File: src/rtl/lcd_ctrl_if.sv
// ============================================================================
// lcd_ctrl_if : store-side strobe/word plus LCD panel bus and status flags
// Rev 1.0
// ============================================================================
`default_nettype none

interface lcd_ctrl_if;
  logic        i_lcd_wr;
  logic [31:0] i_lcd_word;
  logic [7:0]  o_lcd_data;
  logic        o_lcd_rs;
  logic        o_lcd_rw;
  logic        o_lcd_en;
  logic        o_lcd_on;
  logic        o_init_done;
  logic        o_busy;
  logic        o_full;
  logic        o_overflow;

  modport master (
    output i_lcd_wr,
    output i_lcd_word,
    input  o_lcd_data,
    input  o_lcd_rs,
    input  o_lcd_rw,
    input  o_lcd_en,
    input  o_lcd_on,
    input  o_init_done,
    input  o_busy,
    input  o_full,
    input  o_overflow
  );

  modport slave (
    input  i_lcd_wr,
    input  i_lcd_word,
    output o_lcd_data,
    output o_lcd_rs,
    output o_lcd_rw,
    output o_lcd_en,
    output o_lcd_on,
    output o_init_done,
    output o_busy,
    output o_full,
    output o_overflow
  );
endinterface

`default_nettype wire

File: src/rtl/lcd_ctrl.sv
// ============================================================================
// lcd_ctrl : HD44780 8-bit write-only controller with strobe FIFO and init
// Rev 1.0
// ============================================================================
`default_nettype none

module lcd_ctrl #(
  parameter int FIFO_DEPTH = 4,
  parameter int T_PWRUP    = 750000,
  parameter int T_AS       = 2,
  parameter int T_PW       = 12,
  parameter int T_H        = 2,
  parameter int T_EXEC     = 2000,
  parameter int T_CLEAR    = 82000,
  parameter int CNT_W      = 20
) (
  input  logic       i_clk,
  input  logic       i_reset,
  lcd_ctrl_if.slave  bus
);

  localparam int AW = $clog2(FIFO_DEPTH);
  localparam int CW = AW + 1;

  localparam logic [CW-1:0]    c_depth      = CW'(FIFO_DEPTH);
  localparam logic [CNT_W-1:0] c_pwrup_last = CNT_W'(T_PWRUP - 1);
  localparam logic [CNT_W-1:0] c_as_last    = CNT_W'(T_AS - 1);
  localparam logic [CNT_W-1:0] c_pw_last    = CNT_W'(T_PW - 1);
  localparam logic [CNT_W-1:0] c_h_last     = CNT_W'(T_H - 1);
  localparam logic [CNT_W-1:0] c_exec_last  = CNT_W'(T_EXEC - 1);
  localparam logic [CNT_W-1:0] c_clear_last = CNT_W'(T_CLEAR - 1);
  localparam logic [2:0]       c_init_last  = 3'd5;

  typedef enum logic [2:0] {
    S_PWRUP = 3'd0,
    S_SETUP = 3'd1,
    S_PULSE = 3'd2,
    S_HOLD  = 3'd3,
    S_EXEC  = 3'd4,
    S_IDLE  = 3'd5
  } state_t;

  state_t           state_q, state_d;
  logic [CNT_W-1:0] cnt_q, cnt_d;
  logic [2:0]       idx_q, idx_d;
  logic [7:0]       data_q, data_d;
  logic             rs_q, rs_d;
  logic             en_q, en_d;
  logic             init_done_q, init_done_d;
  logic             on_q, on_d;
  logic             ovf_q, ovf_d;

  logic [8:0]       mem_q [FIFO_DEPTH];
  logic [8:0]       mem_d [FIFO_DEPTH];
  logic [AW-1:0]    wr_ptr_q, wr_ptr_d;
  logic [AW-1:0]    rd_ptr_q, rd_ptr_d;
  logic [CW-1:0]    count_q, count_d;

  logic             w_full;
  logic             w_push;
  logic             w_pop;
  logic             w_is_clear;
  logic             w_unused;

  function automatic logic [7:0] init_cmd(input logic [2:0] i);
    case (i)
      3'd0, 3'd1, 3'd2: init_cmd = 8'h38;
      3'd3:             init_cmd = 8'h0C;
      3'd4:             init_cmd = 8'h01;
      default:          init_cmd = 8'h06;
    endcase
  endfunction

  assign w_unused   = ^bus.i_lcd_word[30:9];
  assign w_full     = (count_q == c_depth);
  // A full queue drops the strobe even if the head leaves this same cycle.
  assign w_push     = bus.i_lcd_wr && !w_full;
  assign w_pop      = (state_q == S_IDLE) && init_done_q && (count_q != '0);
  assign w_is_clear = !rs_q && (data_q >= 8'h01) && (data_q <= 8'h03);

  always_comb begin
    mem_d    = mem_q;
    wr_ptr_d = wr_ptr_q;
    rd_ptr_d = rd_ptr_q;
    count_d  = count_q;
    on_d     = on_q;
    ovf_d    = ovf_q;
    if (w_push) begin
      mem_d[wr_ptr_q] = {bus.i_lcd_word[8], bus.i_lcd_word[7:0]};
      wr_ptr_d        = wr_ptr_q + 1'b1;
      on_d            = bus.i_lcd_word[31];
    end
    if (w_pop) begin
      rd_ptr_d = rd_ptr_q + 1'b1;
    end
    if (bus.i_lcd_wr && w_full) begin
      ovf_d = 1'b1;
    end
    case ({w_push, w_pop})
      2'b10:   count_d = count_q + 1'b1;
      2'b01:   count_d = count_q - 1'b1;
      default: count_d = count_q;
    endcase
  end

  always_comb begin
    state_d     = state_q;
    cnt_d       = cnt_q;
    idx_d       = idx_q;
    data_d      = data_q;
    rs_d        = rs_q;
    init_done_d = init_done_q;
    case (state_q)
      // Reset leaves the counter at zero, so power-up counts upward.
      S_PWRUP: begin
        if (cnt_q == c_pwrup_last) begin
          state_d = S_SETUP;
          cnt_d   = c_as_last;
          idx_d   = 3'd0;
          data_d  = init_cmd(3'd0);
          rs_d    = 1'b0;
        end else begin
          cnt_d = cnt_q + 1'b1;
        end
      end
      S_SETUP: begin
        if (cnt_q == '0) begin
          state_d = S_PULSE;
          cnt_d   = c_pw_last;
        end else begin
          cnt_d = cnt_q - 1'b1;
        end
      end
      S_PULSE: begin
        if (cnt_q == '0) begin
          state_d = S_HOLD;
          cnt_d   = c_h_last;
        end else begin
          cnt_d = cnt_q - 1'b1;
        end
      end
      S_HOLD: begin
        if (cnt_q == '0) begin
          state_d = S_EXEC;
          cnt_d   = w_is_clear ? c_clear_last : c_exec_last;
        end else begin
          cnt_d = cnt_q - 1'b1;
        end
      end
      S_EXEC: begin
        if (cnt_q != '0) begin
          cnt_d = cnt_q - 1'b1;
        end else if (init_done_q) begin
          state_d = S_IDLE;
        end else if (idx_q == c_init_last) begin
          state_d     = S_IDLE;
          init_done_d = 1'b1;
        end else begin
          state_d = S_SETUP;
          cnt_d   = c_as_last;
          idx_d   = idx_q + 3'd1;
          data_d  = init_cmd(idx_q + 3'd1);
          rs_d    = 1'b0;
        end
      end
      S_IDLE: begin
        if (w_pop) begin
          state_d        = S_SETUP;
          cnt_d          = c_as_last;
          {rs_d, data_d} = mem_q[rd_ptr_q];
        end
      end
      default: begin
        state_d = S_PWRUP;
        cnt_d   = '0;
      end
    endcase
    en_d = (state_d == S_PULSE);
  end

  always_ff @(posedge i_clk) begin
    if (!i_reset) begin
      state_q     <= S_PWRUP;
      cnt_q       <= '0;
      idx_q       <= 3'd0;
      data_q      <= 8'h00;
      rs_q        <= 1'b0;
      en_q        <= 1'b0;
      init_done_q <= 1'b0;
      on_q        <= 1'b0;
      ovf_q       <= 1'b0;
      wr_ptr_q    <= '0;
      rd_ptr_q    <= '0;
      count_q     <= '0;
    end else begin
      state_q     <= state_d;
      cnt_q       <= cnt_d;
      idx_q       <= idx_d;
      data_q      <= data_d;
      rs_q        <= rs_d;
      en_q        <= en_d;
      init_done_q <= init_done_d;
      on_q        <= on_d;
      ovf_q       <= ovf_d;
      wr_ptr_q    <= wr_ptr_d;
      rd_ptr_q    <= rd_ptr_d;
      count_q     <= count_d;
    end
  end

  always_ff @(posedge i_clk) begin
    mem_q <= mem_d;
  end

  assign bus.o_lcd_data  = data_q;
  assign bus.o_lcd_rs    = rs_q;
  assign bus.o_lcd_rw    = 1'b0;
  assign bus.o_lcd_en    = en_q;
  assign bus.o_lcd_on    = on_q;
  assign bus.o_init_done = init_done_q;
  assign bus.o_busy      = (state_q != S_IDLE);
  assign bus.o_full      = w_full;
  assign bus.o_overflow  = ovf_q;

endmodule

`default_nettype wire

File: src/flat_wrapper.sv
// flat-port wrapper written by rule: the top's interface ports become plain ports
module lcd_ctrl_flat 
#(
  parameter int FIFO_DEPTH = 4,
  parameter int T_PWRUP    = 750000,
  parameter int T_AS       = 2,
  parameter int T_PW       = 12,
  parameter int T_H        = 2,
  parameter int T_EXEC     = 2000,
  parameter int T_CLEAR    = 82000,
  parameter int CNT_W      = 20
)
  (i_clk, i_reset, bus_i_lcd_wr, bus_i_lcd_word, bus_o_lcd_data, bus_o_lcd_rs, bus_o_lcd_rw, bus_o_lcd_en, bus_o_lcd_on, bus_o_init_done, bus_o_busy, bus_o_full, bus_o_overflow);
  lcd_ctrl_if bus_i ();
  input  logic i_clk;
  input  logic i_reset;
  input wire logic [$bits(bus_i.i_lcd_wr)-1:0] bus_i_lcd_wr;
  input wire logic [$bits(bus_i.i_lcd_word)-1:0] bus_i_lcd_word;
  output wire logic [$bits(bus_i.o_lcd_data)-1:0] bus_o_lcd_data;
  output wire logic [$bits(bus_i.o_lcd_rs)-1:0] bus_o_lcd_rs;
  output wire logic [$bits(bus_i.o_lcd_rw)-1:0] bus_o_lcd_rw;
  output wire logic [$bits(bus_i.o_lcd_en)-1:0] bus_o_lcd_en;
  output wire logic [$bits(bus_i.o_lcd_on)-1:0] bus_o_lcd_on;
  output wire logic [$bits(bus_i.o_init_done)-1:0] bus_o_init_done;
  output wire logic [$bits(bus_i.o_busy)-1:0] bus_o_busy;
  output wire logic [$bits(bus_i.o_full)-1:0] bus_o_full;
  output wire logic [$bits(bus_i.o_overflow)-1:0] bus_o_overflow;
  assign bus_i.i_lcd_wr = bus_i_lcd_wr;
  assign bus_i.i_lcd_word = bus_i_lcd_word;
  assign bus_o_lcd_data = bus_i.o_lcd_data;
  assign bus_o_lcd_rs = bus_i.o_lcd_rs;
  assign bus_o_lcd_rw = bus_i.o_lcd_rw;
  assign bus_o_lcd_en = bus_i.o_lcd_en;
  assign bus_o_lcd_on = bus_i.o_lcd_on;
  assign bus_o_init_done = bus_i.o_init_done;
  assign bus_o_busy = bus_i.o_busy;
  assign bus_o_full = bus_i.o_full;
  assign bus_o_overflow = bus_i.o_overflow;
  lcd_ctrl #(.FIFO_DEPTH(FIFO_DEPTH), .T_PWRUP(T_PWRUP), .T_AS(T_AS), .T_PW(T_PW), .T_H(T_H), .T_EXEC(T_EXEC), .T_CLEAR(T_CLEAR), .CNT_W(CNT_W)) u_core (.i_clk(i_clk), .i_reset(i_reset), .bus(bus_i));
endmodule
File: config.mk
export PLATFORM = sky130hd
export DESIGN_NAME = lcd_ctrl_flat
export DESIGN_NICKNAME = d
export VERILOG_FILES = /design/src/rtl/lcd_ctrl_if.sv /design/src/rtl/lcd_ctrl.sv /design/src/flat_wrapper.sv
export SDC_FILE = /design/constraint.sdc
export NUM_CORES = 1
export LEC_CHECK = 0
export CAP_MARGIN = 0
export CORE_MARGIN = 4
export CORE_UTILIZATION = 40
export DETAILED_ROUTE_END_ITERATION = 7
export SETUP_SLACK_MARGIN = 0.2
export SYNTH_ARGS = -nofsm -noshare
export SYNTH_HDL_FRONTEND = slang
export SYNTH_SLANG_ARGS = --single-unit
File: constraint.sdc
create_clock -name i_clk -period 2.3 [get_ports i_clk]
set_input_delay 0.46 -clock i_clk [delete_from_list [all_inputs] [get_ports i_clk]]
set_output_delay 0.46 -clock i_clk [all_outputs]
set_load 0.1 [all_outputs]
==> results.json <==
{
  "status": "completed",
  "r2r_cells": 10,
  "place_area_mm2": 0.005454,
  "synth_top_cell_by_area": "edfxtp_1",
  "chipHeight_um": 117.6,
  "grt_pass1_vias": 3824,
  "cp.arrival_ps": 2440,
  "worstHoldPathType": "flip-flop to flip-flop",
  "synthCells": 481,
  "wl_per_cell_um": 17.92,
  "swShare_pct": 25.31,
  "layout-drive-gt1-share_pct": 31.37,
  "cts_tree": "built",
  "yosysWarnings": 0,
  "worst_hold_startpoint": "u_core.bus.o_lcd_on$_SDFFE_PN0P_",
  "clock_sinks": 82,
  "port_buffers": 27,
  "place_ws_ps": -38.04,
  "cp.required_ps": 2580,
  "ir_drop_mv": 0.6169,
  "start_util_pct": 41.39,
  "drtPass1Iterations": 5,
  "final_cell_mix": "buf_4, nand2_1, nor2_1, edfxtp_1, dfxtp_1",
  "dp.cells": 670,
  "multi_input_area_mm2": 0.002648,
  "drc": 0,
  "numCtsBuffers": 9,
  "die_x_um": 117.6,
  "power.internal_mw": 2.635,
  "grt_max_degree": 26,
  "fillCellCount": 1049,
  "hpwl_um": 8893,
  "num_antenna_cells": 0,
  "crit_path_end_kind": "flip-flop",
  "ys_ff_latch": 82,
  "antenna_found_initial": 0,
  "num_rows": 39,
  "final_common_cell": "buf_4",
  "final_area_mm2": 0.006066,
  "finalCriticalPeriod_ps": 2162,
  "startpoint_type": "flip-flop",
  "globalplace.congestion": 0.8891,
  "crit_path_start": "u_core.cnt_q[0]$_SDFFE_PN0P_",
  "cellPowerDensity_mw_per_mm2": 581.6,
  "leakage_nw": 2.299,
  "max_freq_mhz": 462.5,
  "crit_type": "flip-flop to flip-flop",
  "combPwrFrac_pct": 12.6,
  "root_buffer": "clkbuf_16",
  "netlist_area_mm2": 0.004807,
  "worstReg2RegStart": "u_core.cnt_q[0]$_SDFFE_PN0P_",
  "worst_pin_slew_ps": 576.4,
  "ys_seq_area_share_pct": 41.64,
  "synth_ff_type": "dfxtp_1",
  "wl_um": 12620,
  "critPathMaxFanout": 5,
  "final_hold_viol_count": 0,
  "h-tree-depth": 3,
  "power.share.sequential_pct": 45.2,
  "drt_iter0_markers": 283,
  "synthArstFlopShare_pct": 0,
  "vias_per_cell": 5.722,
  "nets": 605,
  "clkPwrFrac_pct": 42.2,
  "skew_ps": 8.734,
  "rsz0062_at_grt": "true",
  "drv_cap": 0,
  "gr-total-overflow": 0,
  "slew_headroom_pct": 61.28,
  "synth_edf_count": 36,
  "area_growth_pct": 26.18,
  "reg2reg_to": "u_core.cnt_q[7]$_SDFFE_PN0P_",
  "final.period_utilization_pct": 94.01,
  "slew_violations": 0,
  "pin_count": 51,
  "layoutNonFillerInstCount": 704,
  "vias": 4028,
  "grt_pass1_wl_um": 20170,
  "setup_viol": 0,
  "synthDistinctLibCells": 82,
  "dieArea_mm2": 0.01384,
  "avgSynthCellArea_um2": 9.994,
  "reg2reg_slack_ps": 140,
  "antenna_left": 0,
  "yosys-top-cells-area": "edfxtp_1, dfxtp_1, mux4_2",
  "yosysTopAreaCellShare_pct": 22.49,
  "clk_latency_ps": 350,
  "regArea_mm2": 0.002021,
  "clk_pin_slew_ps": 60,
  "p_sw_mw": 0.8929,
  "cts_buffer_depth": 2,
  "setup_slack_ps": 137.7,
  "finalSetupTns_ps": 0,
  "critPathCapture": "u_core.cnt_q[7]$_SDFFE_PN0P_",
  "synth_nets": 530,
  "design.core.area_mm2": 0.01161,
  "grt_usage_pct": 18.01
}
area by class of cell:
cell class | instances | area share, %
inverter | 22 | 1.506
tap | 143 | 2.950
multi-input combinational | 345 | 43.65
clock inverter | 6 | 1.196
sequential | 82 | 33.31
timing repair buffer | 96 | 13.61
clock buffer | 10 | 3.775
state kept, by name (all words and copies together), names as in the netlist:
signal	count
u_core.rd_ptr_q	2
u_core.count_q	3
u_core.mem_q	36
u_core.bus.o_lcd_rs	1
u_core.bus.o_lcd_data	8
u_core.bus.o_init_done	1
u_core.bus.o_lcd_en	1
u_core.cnt_q	20
u_core.bus.o_lcd_on	1
u_core.state_q	3
u_core.bus.o_overflow	1
u_core.idx_q	3
u_core.wr_ptr_q	2
power groups by stage:
stage | Sequential [mW] | Combinational (mW) | Clock [mW]
2_1_floorplan | 1.62 | 0.230 | 0
3_3_place_gp | 1.62 | 0.366 | 0
3_5_place_dp | 1.63 | 0.373 | 0
4_1_cts | 1.59 | 0.394 | 1.52
5_1_grt | 1.60 | 0.481 | 1.58
6_report | 1.60 | 0.444 | 1.49
metrics by stage:
step	hold WS, ps	power [mW]	util [%]
after floorplan	469.2	1.854	-
after global placement	453.4	1.987	46.96
after detailed placement	449.5	1.998	46.96
after CTS	458.9	3.503	50.36
after global routing	500.3	3.666	52.23
final	456.7	3.528	52.23
layer usage:
metal,part of all wire (%),GRT usage [%],vias to the layer above
li1,-,-,1942
met5,0,0,-
met4,2.3,6.447,0
met2,49,29.50,89
met3,4.4,5.046,23
met1,44,22.78,1974
cell families (layout without fill, tap and decap cells):
kind of cell	after synthesis	count (layout)	synth area share, %
simple gates	180	180	21.42
other cells	1	1	0.07801
flops	82	82	41.64
fa+ha+maj	14	14	3.800
compound gates	117	117	17.78
buf+inv	54	134	6.325
mux	13	13	5.310
xor+xnor	20	20	3.644
timing repair:
item                                    4_1_cts  5_1_grt
resized for setup                            18       34
pin swaps                                     2       18
hold buffers                                  0        0
endpoints found under the setup margin       28       31
setup buffers                                 5       12
cloned                                        0        1
hold endpoints to repair                      0        0
worst max-delay path, stage by stage, from the launching register on:
cell and delay (ps):
dfxtp_4 370, inv_4 60, ha_4 120, nor3b_4 170, buf_6 150, nand4_4 130
buf_4 170, o41a_1 420, buf_6 150, a41o_1 210, o22ai_2 120
worst min path at each step:
stage                                            endpoint  slack (ps)  cells past startpoint
floorplan                 u_core.wr_ptr_q[1]$_SDFFE_PN0P_         470                      2
global placement         u_core.bus.o_lcd_on$_SDFFE_PN0P_         450                      2
detailed placement       u_core.bus.o_lcd_on$_SDFFE_PN0P_         450                      2
CTS                      u_core.bus.o_lcd_on$_SDFFE_PN0P_         460                      2
global route        u_core.bus.o_lcd_data[7]$_SDFFE_PN0P_         500                      2
finish                   u_core.bus.o_lcd_on$_SDFFE_PN0P_         460                      2
cell usage after synthesis, drive strengths merged (8+ instances only):
| library cell | instances |
|---|---|
| a21oi | 29 |
| and3 | 8 |
| buf | 22 |
| clkbuf | 10 |
| dfxtp | 46 |
| edfxtp | 36 |
| ha | 13 |
| inv | 21 |
| mux4 | 10 |
| nand2 | 43 |
| nand3 | 27 |
| nor2 | 41 |
| nor3 | 18 |
| nor4 | 8 |
| o21ai | 22 |
| or3 | 9 |
| xnor2 | 11 |
| xor2 | 9 |
Power figures use the tool's default switching activity.
